==> config.mk <==
export PLATFORM = sky130hd
export DESIGN_NAME = answer_arbiter
export DESIGN_NICKNAME = d
export VERILOG_FILES = /design/src/rtl/answer_arbiter.sv
export SDC_FILE = /design/constraint.sdc
export NUM_CORES = 1
export LEC_CHECK = 0
export ABC_CLOCK_PERIOD_IN_PS = 4900
export BUFFER_PORTS_ARGS = -buffer_cell sky130_fd_sc_hd__buf_2
export CORE_ASPECT_RATIO = 1.2
export CORE_MARGIN = 4
export CORE_UTILIZATION = 60
export CTS_BUF_LIST = sky130_fd_sc_hd__clkbuf_8
export CTS_CLUSTER_DIAMETER = 50
export DETAILED_ROUTE_END_ITERATION = 16
export PLACE_DENSITY = 0.8
export SLEW_MARGIN = 25
export SYNTH_ARGS = -nofsm -noshare
export SYNTH_HDL_FRONTEND = slang
export SYNTH_SLANG_ARGS = --single-unit
export TNS_END_PERCENT = 100
==> constraint.sdc <==
create_clock -name clk -period 4.9 [get_ports clk]
set_clock_uncertainty 0.05 [all_clocks]
set_input_delay 1.225 -clock clk [delete_from_list [all_inputs] [get_ports clk]]
set_output_delay 1.225 -clock clk [all_outputs]
set_load 0.01 [all_outputs]
==> src/rtl/answer_arbiter.sv <==
// Question-round controller for the multichannel answering machine.
// Arms a round on host start, locks in the first eligible buzzer (lowest
// index wins ties), runs the answer countdown, applies the host verdict to
// per-player saturating scores and hands the winner/score to the display.
module answer_arbiter #(
   parameter int TICK_DIV   = 100_000_000,
   parameter int ANSWER_SEC = 10,
   parameter int PTS_RIGHT  = 1,
   parameter int PTS_WRONG  = 1,
   parameter int SCORE_MAX  = 99
) (
   input  logic       clk,
   input  logic       rst,
   input  logic       start,
   input  logic [3:0] buzz,
   input  logic       correct,
   input  logic       wrong,
   input  logic       clear_scores,
   output logic [1:0] player,
   output logic [7:0] score,
   output logic       disp_load,
   output logic [6:0] remaining,
   output logic [1:0] state_o,
   output logic [3:0] foul
);

   localparam int              TW        = $clog2(TICK_DIV);
   localparam logic [TW-1:0]   TICK_LAST = TW'(TICK_DIV - 1);
   localparam logic [6:0]      ANS_INIT  = 7'(ANSWER_SEC);
   localparam logic [8:0]      MAX9      = 9'(SCORE_MAX);
   localparam logic [7:0]      SCORE_CAP = 8'(SCORE_MAX);
   localparam logic [8:0]      RIGHT9    = 9'(PTS_RIGHT);
   localparam logic [8:0]      WRONG9    = 9'(PTS_WRONG);

   typedef enum logic [1:0] {
      S_IDLE   = 2'd0,
      S_ARMED  = 2'd1,
      S_ANSWER = 2'd2,
      S_RESULT = 2'd3
   } state_t;

   state_t        state;
   logic [7:0]    scores [4];
   logic [3:0]    buzz_q;
   logic [TW-1:0] tick;
   logic          disp_pend;

   logic [3:0] press;
   logic [3:0] eligible;
   logic [1:0] win_idx;
   logic       arm_win;
   logic       verdict_ok;
   logic       final_tick;
   logic       enter_result;
   logic       load_req;
   logic       disp_req;
   logic [7:0] cur_score;
   logic [8:0] up_sum;
   logic [8:0] dn_diff;
   logic [7:0] res_score;

   assign state_o = state;

   // Press detection, eligibility and round-event decode.
   always_comb begin
      press        = buzz & ~buzz_q;
      eligible     = press & ~foul;
      arm_win      = (state == S_ARMED) && (|eligible);
      verdict_ok   = correct ^ wrong;
      final_tick   = (tick == TICK_LAST) && (remaining == 7'd1);
      // A clear in ANSWER takes precedence over verdict and timeout alike;
      // the countdown freezes for that cycle so the timeout is not lost.
      enter_result = (state == S_ANSWER) && !clear_scores && (verdict_ok || final_tick);
      load_req     = arm_win || (clear_scores && ((state == S_ANSWER) || (state == S_RESULT)));
      disp_req     = disp_pend | load_req;
   end

   // Lowest-index eligible press wins a tie.
   always_comb begin
      win_idx = 2'd0;
      for (int i = 3; i >= 0; i--) begin
         if (eligible[i]) win_idx = 2'(i);
      end
   end

   // Saturating score arithmetic at 9 bits; timeout uses the wrong path.
   always_comb begin
      cur_score = scores[player];
      up_sum    = {1'b0, cur_score} + RIGHT9;
      dn_diff   = {1'b0, cur_score} - WRONG9;
      if (verdict_ok && correct) res_score = (up_sum > MAX9) ? SCORE_CAP : up_sum[7:0];
      else                       res_score = dn_diff[8] ? 8'd0 : dn_diff[7:0];
   end

   // Round FSM, score bank, countdown and display-load sequencing.
   always_ff @(posedge clk or posedge rst) begin
      if (rst) begin
         state     <= S_IDLE;
         for (int i = 0; i < 4; i++) scores[i] <= 8'd0;
         buzz_q    <= 4'd0;
         tick      <= '0;
         player    <= 2'd0;
         score     <= 8'd0;
         disp_load <= 1'b0;
         disp_pend <= 1'b0;
         remaining <= 7'd0;
         foul      <= 4'd0;
      end else begin
         buzz_q <= buzz;
         // A load request that lands on a pulse cycle is deferred one cycle,
         // so disp_load never stays high for two cycles in a row.
         disp_load <= disp_req & ~disp_load;
         disp_pend <= (disp_req & disp_load) | enter_result;

         if (clear_scores) begin
            for (int i = 0; i < 4; i++) scores[i] <= 8'd0;
         end else if (enter_result) begin
            scores[player] <= res_score;
         end

         case (state)
            S_IDLE: begin
               foul <= foul | press;
               if (start) state <= S_ARMED;
            end
            S_ARMED: begin
               if (arm_win) begin
                  state     <= S_ANSWER;
                  player    <= win_idx;
                  score     <= clear_scores ? 8'd0 : scores[win_idx];
                  remaining <= ANS_INIT;
                  tick      <= '0;
               end else if (clear_scores && (&foul)) begin
                  // Everyone fouled: a clear releases the stuck round.
                  foul <= 4'd0;
               end
            end
            S_ANSWER: begin
               if (clear_scores) begin
                  score <= 8'd0;
               end else if (enter_result) begin
                  state     <= S_RESULT;
                  score     <= res_score;
                  remaining <= 7'd0;
                  tick      <= '0;
               end else if (tick == TICK_LAST) begin
                  tick      <= '0;
                  remaining <= remaining - 7'd1;
               end else begin
                  tick <= tick + 1'b1;
               end
            end
            S_RESULT: begin
               if (clear_scores) score <= 8'd0;
               if (start) begin
                  state <= S_ARMED;
                  foul  <= 4'd0;
               end
            end
            default: state <= S_IDLE;
         endcase
      end
   end

endmodule

# Word-level counts from Yosys, hierarchy flattened

Cells that the tools add are included.

Bits in registers: 88
Input bits: 10
Output and inout port bits: 24
Word-level logic and storage cells: 118

Add/sub/neg operators: 4
Magnitude comparators: 4
Equal/unequal tests: 15
Mux-type cells: 43
Bitwise logic cells: 13
Reductions and logical operators: 26

Operators with widths:

| operator                                                             | number |
|---|---|
| 27-bit two-way mux                                                   | 4 |
| 8-bit two-way mux                                                    | 13 |
| 32-bit two-way mux                                                   | 2 |
| 27-bit case mux with 2 select lines                                  | 1 |
| 8-bit binary-select mux with 2-bit select                            | 2 |
| 32-bit bitwise mux                                                   | 1 |
| 7-bit two-way mux                                                    | 4 |
| 27-bit by 1-bit adder with 27-bit output, second input constant      | 1 |
| 27-bit == test, second input constant                                | 1 |
| 8-bit case mux with 3 select lines                                   | 1 |
| 4-bit AND reduction                                                  | 5 |
| 8-bit demux with 2-bit select                                        | 1 |
| 2-bit two-way mux                                                    | 8 |
| 7-bit case mux with 2 select lines                                   | 1 |
| 4-bit two-way mux                                                    | 3 |
| 2-bit inequality test, second input constant                         | 6 |
| 4-bit case mux with 3 select lines                                   | 1 |
| 8-bit by 1-bit adder with 9-bit output, second input constant        | 1 |
| 9-bit by 7-bit > comparator with 1-bit output, second input constant | 1 |
| 8-bit by 1-bit subtractor with 9-bit output, second input constant   | 1 |
| 4-bit AND                                                            | 2 |
| 1-bit logical AND                                                    | 8 |
| 4-bit NOT                                                            | 2 |
| 7-bit by 1-bit == test with 1-bit output, second input constant      | 1 |
| 24 further kinds                                                     | 34 |

# Longest topological paths before layout

Word-level depth: 14
Mapped depth: 12

# Least setup slack after synthesis

No wires, ideal clock.

Kind: input to register
Start: in buzz[3]
End: reg score[3]
Library setup time: 138 ps
Arrival time: 3,117 ps
Data required time: 4,712 ps
Path slack: 1,595 ps
Cell stages on the path: 7
Buffers on the path: 0
Cell sequence: nor3b_1 -> a21oi_1 -> nor2_1 -> mux4_2 -> and2_1 -> mux2i_1 -> o31ai_1

Word-level cells in the longest chain between the ends: 13
Elaborated cells between the ends (all ways): 17

Ends and longest elaborated chain:

| item                                                  | line | text |
|---|---|---|
| from (decl)                                           | 15   | `input logic [3:0] buzz,` |
| 4-bit AND *                                           | 66   | `press = buzz & ~buzz_q;` |
| 4-bit AND *                                           | 67   | `eligible = press & ~foul;` |
| 2-bit two-way mux (4 in series)                       | 82   | `if (eligible[i]) win_idx = 2'(i);` |
| 2-bit NOT with 3-bit output (implied by the code)     | 130  | `score <= clear_scores ? 8'd0 : scores[win_idx];` |
| 8-bit binary-select mux with 2-bit select             | 130  |  |
| 8-bit two-way mux (implied by the code) (2 in series) | 130  |  |
| 8-bit two-way mux                                     | 130  |  |
| 8-bit two-way mux                                     | 127  | `if (arm_win) begin` |
| 8-bit case mux with 3 select lines                    | 121  | `case (state)` |
| to (signal assigned)                                  | 130  |  |
| to (signal assigned)                                  | 143  | `score <= res_score;` |
| to (decl)                                             | 20   | `output logic [7:0] score,` |

Mark *: on every way between the ends. The rest lies on a longest branch, timed or not. The select of a mux whose other input is x is not followed.
A chain may end at the register's enable or synchronous reset.

# Final worst setup path

Start: reg player[0]
End: reg score[5]

Word-level cells in the longest chain between the ends: 11
Elaborated cells between the ends (all ways): 13

Ends and longest elaborated chain:

| item                                                    | line | text |
|---|---|---|
| from (decl)                                             | 19   | `output logic [1:0] player,` |
| from (signal assigned)                                  | 129  | `player <= win_idx;` |
| 2-bit NOT with 3-bit output (implied by the code) *     | 88   | `cur_score = scores[player];` |
| 8-bit binary-select mux with 2-bit select *             | 88   |  |
| 8-bit two-way mux (implied by the code) * (2 in series) | 88   |  |
| 8-bit by 1-bit adder with 9-bit output                  | 89   | `up_sum = {1'b0, cur_score} + RIGHT9;` |
| 9-bit by 7-bit > comparator with 1-bit output           | 91   | `if (verdict_ok && correct) res_score = (up_sum > MAX9) ? SCORE_CAP : up_sum[7:0];` |
| 8-bit two-way mux                                       | 91   |  |
| 8-bit two-way mux *                                     | 91   |  |
| 8-bit two-way mux *                                     | 141  | `end else if (enter_result) begin` |
| 8-bit two-way mux *                                     | 139  | `if (clear_scores) begin` |
| 8-bit case mux with 3 select lines *                    | 121  |  |

Marked as above.

==> results.json <==
{
  "netSwitchingPower_w": 0.000792,
  "start_util_pct": 61.8,
  "start_kind": "flop",
  "worst_ir_drop_vdd_mv": 0.342,
  "finalCritPeriodShare_pct": 77.5,
  "status": "completed",
  "finalHoldViolCount": 0,
  "numPortBuffers": 33,
  "cts_buffers": 9,
  "synthCells": 509,
  "min_period_ns": 3.80,
  "syn_area_mm2": 0.00506,
  "dp.cells": 639,
  "grt_overflow": 0,
  "p_int_w": 0.00135,
  "clk_latency_ns": 0.36,
  "fmaxAchievable_ghz": 0.263,
  "antenna_cells": 0,
  "clkPwrFrac_pct": 26.7,
  "yosys_warnings": 0,
  "dieArea_mm2": 0.00998,
  "io_pins": 34,
  "grt_pass1_vias": 4120,
  "holdCritPathClass": "flop to flop",
  "p_per_area_mw_per_mm2": 386,
  "final-seq-area_mm2": 0.00220,
  "core_mm2": 0.00820,
  "placementRows": 36,
  "p_sw_share_pct": 37.0,
  "totalWireLength_um": 11700,
  "cts.sinks": 88,
  "required_ns": 5.07,
  "synth_seq_area_share_pct": 43.5,
  "gp_congestion": 0.954,
  "grt_max_degree": 48,
  "path_class": "flop to flop",
  "multi_input_area_mm2": 0.00270,
  "finalMaxSlewViolations": 0,
  "avgSynthCellArea_um2": 9.95,
  "crit_path_end_kind": "flop",
  "maxSlewHeadroom_pct": 39.6,
  "dpl.hpwl_um": 8260,
  "grt_setup_unrepaired": "false",
  "die_h_um": 109,
  "cts-root-buf": "clkbuf_8",
  "ys_ff_latch": 88,
  "antenna_found_initial": 0,
  "firstDrtPassIters": 5,
  "via_per_inst": 6.20,
  "drv_cap": 0,
  "combinationalPowerShare_pct": 31.9,
  "clk_pin_slew_ns": 0.09,
  "setup_viol": 0,
  "wl_per_cell_um": 17.9,
  "dr.first_iter.drc_count": 378,
  "worst_pin_slew_ns": 0.902,
  "worstPathArrival_ns": 3.96,
  "cts_setup_buffers": 0,
  "grt_use_total_pct": 24.7,
  "cp_max_fo": 14,
  "layout-drive-gt1-share_pct": 16.1,
  "die_w_um": 91.9,
  "nFillCells": 654,
  "final_cell_mix": "dfrtp_1, nor2_1, o21ai_0, buf_2, nand2_1",
  "synth_nets": 531,
  "async_flop_share_pct": 100,
  "final_common_cell": "dfrtp_1",
  "synth_edf_count": 0,
  "cts_tree": "yes",
  "vias": 4061,
  "yosys_most_used_dff": "dfrtp_1",
  "drc": 0,
  "hold_buffers": 0,
  "tns_ns": 0,
  "power_leakage_nw": 2.51,
  "stdcell_count": 655,
  "ant_nets": 0,
  "syn_to_final_growth_pct": 9.51,
  "cts_resized": 0,
  "power_frac_seq_pct": 41.5,
  "nets": 558,
  "htreeDepth": 3,
  "grt_pass1_wl_um": 19600,
  "clockBufferDepth": 2,
  "ys_types": 63
}
worst max-delay path, stage by stage (launching register included):
cell and delay (ns):
dfrtp_1 0.73, mux4_1 0.78, inv_1 0.14, ha_1 0.23
or3b_1 0.46, nor4b_4 0.54, a21oi_1 0.08, o22a_1 0.19
o21ai_1 0.20, a2bb2oi_1 0.19, o21ai_1 0.07
layout make-up:
cell class	count	area share, %
multi-input combinational	379	48.6
inverter	21	1.44
sequential	88	39.7
clock buffer	10	2.48
clock inverter	6	1.65
tap	114	2.57
timing repair buffer	37	3.52
cells in the mapped netlist, drive strengths merged, types with 4 or more instances:
library cell	count	area share, %
o21ai	49	5.0
a2bb2oi	4	0.69
inv	21	1.6
nor2	64	4.8
or2	5	0.62
nand3	17	1.7
nor4	5	0.62
clkbuf	16	1.2
a21o	4	0.59
xnor2	9	1.6
nor3	13	1.5
mux4	16	7.3
or4	4	0.67
and3	8	0.99
nand2	32	2.4
o31ai	5	0.84
nand2b	4	0.49
buf	5	0.69
ha	12	3.0
mux2i	11	2.2
dfrtp	88	43
o32a	4	0.79
nor3b	4	0.59
and2	4	0.49
nand4	4	0.49
nor2b	6	0.74
o22a	4	0.69
xor2	17	2.9
a21oi	13	1.4
a31oi	5	0.62
nand3b	27	4.0
path summary, 6_finish.rpt:
| path | from | endpoint | slack (ns) | cells after the start |
|---|---|---|---|---|
| setup / recovery | player[0] | score[5] | 1.10 | 10 |
| max in group asynchronous | rst | scores[2] | 2.84 | 3 |
| hold reg to reg | score[7] | score[7] | 0.43 | 2 |
| min in group asynchronous | rst | tick[14] | 0.93 | 2 |
| hold / removal | score[7] | score[7] | 0.43 | 2 |
| setup reg to reg | player[0] | score[5] | 1.10 | 10 |
metrics by stage:
step	hold slack [ns]	setup WS (ns)	instance area (um^2)	util [%]	total power, W
final	0.427	1.10	5550	67.7	0.00214
after global routing	0.459	0.869	5550	67.7	0.00227
after CTS	0.430	1.11	5540	67.6	0.00214
after detailed placement	0.411	1.13	5310	64.8	0.00158
after global placement	0.404	1.19	5310	64.8	0.00155
after floorplan	0.391	1.35	5060	-	0.00136
registers in the layout (all words and copies together) (netlist names):
name and flops:
scores 32, tick 27, score 8, remaining 7, buzz_q 4, foul 4
player 2, state_o 2, disp_load 1, disp_pend 1
logic make-up after synthesis:
kind of cell             Yosys count  share of synthesized area (%)
AO/OA/AOI/OAI                    106                           13.8
AND/OR/NAND/NOR                  206                           21.9
flip-flops                        88                           43.5
multiplexers                      29                           9.96
XOR/XNOR                          26                           4.50
buffers and inverters             42                           3.43
adder cells (fa/ha/maj)           12                           2.96
metal layers:
metal | vias up | global-route usage, % | part of all wire (%)
met4 | 0 | 8.49 | 1.9
met2 | 140 | 45.4 | 54
met1 | 2003 | 29.5 | 40
li1 | 1896 | - | -
met5 | - | 0 | 0
met3 | 22 | 3.86 | 4.7
power by group through the flow:
stage	clock, W	combinational, W	sequential [W]
floorplan	0	0.000482	0.000883
global placement	0	0.000656	0.000895
detailed placement	0	0.000677	0.000900
CTS	0.000574	0.000682	0.000886
global route	0.000608	0.000762	0.000899
finish	0.000570	0.000682	0.000887
Note: power is estimated with default switching activity, not from simulation.
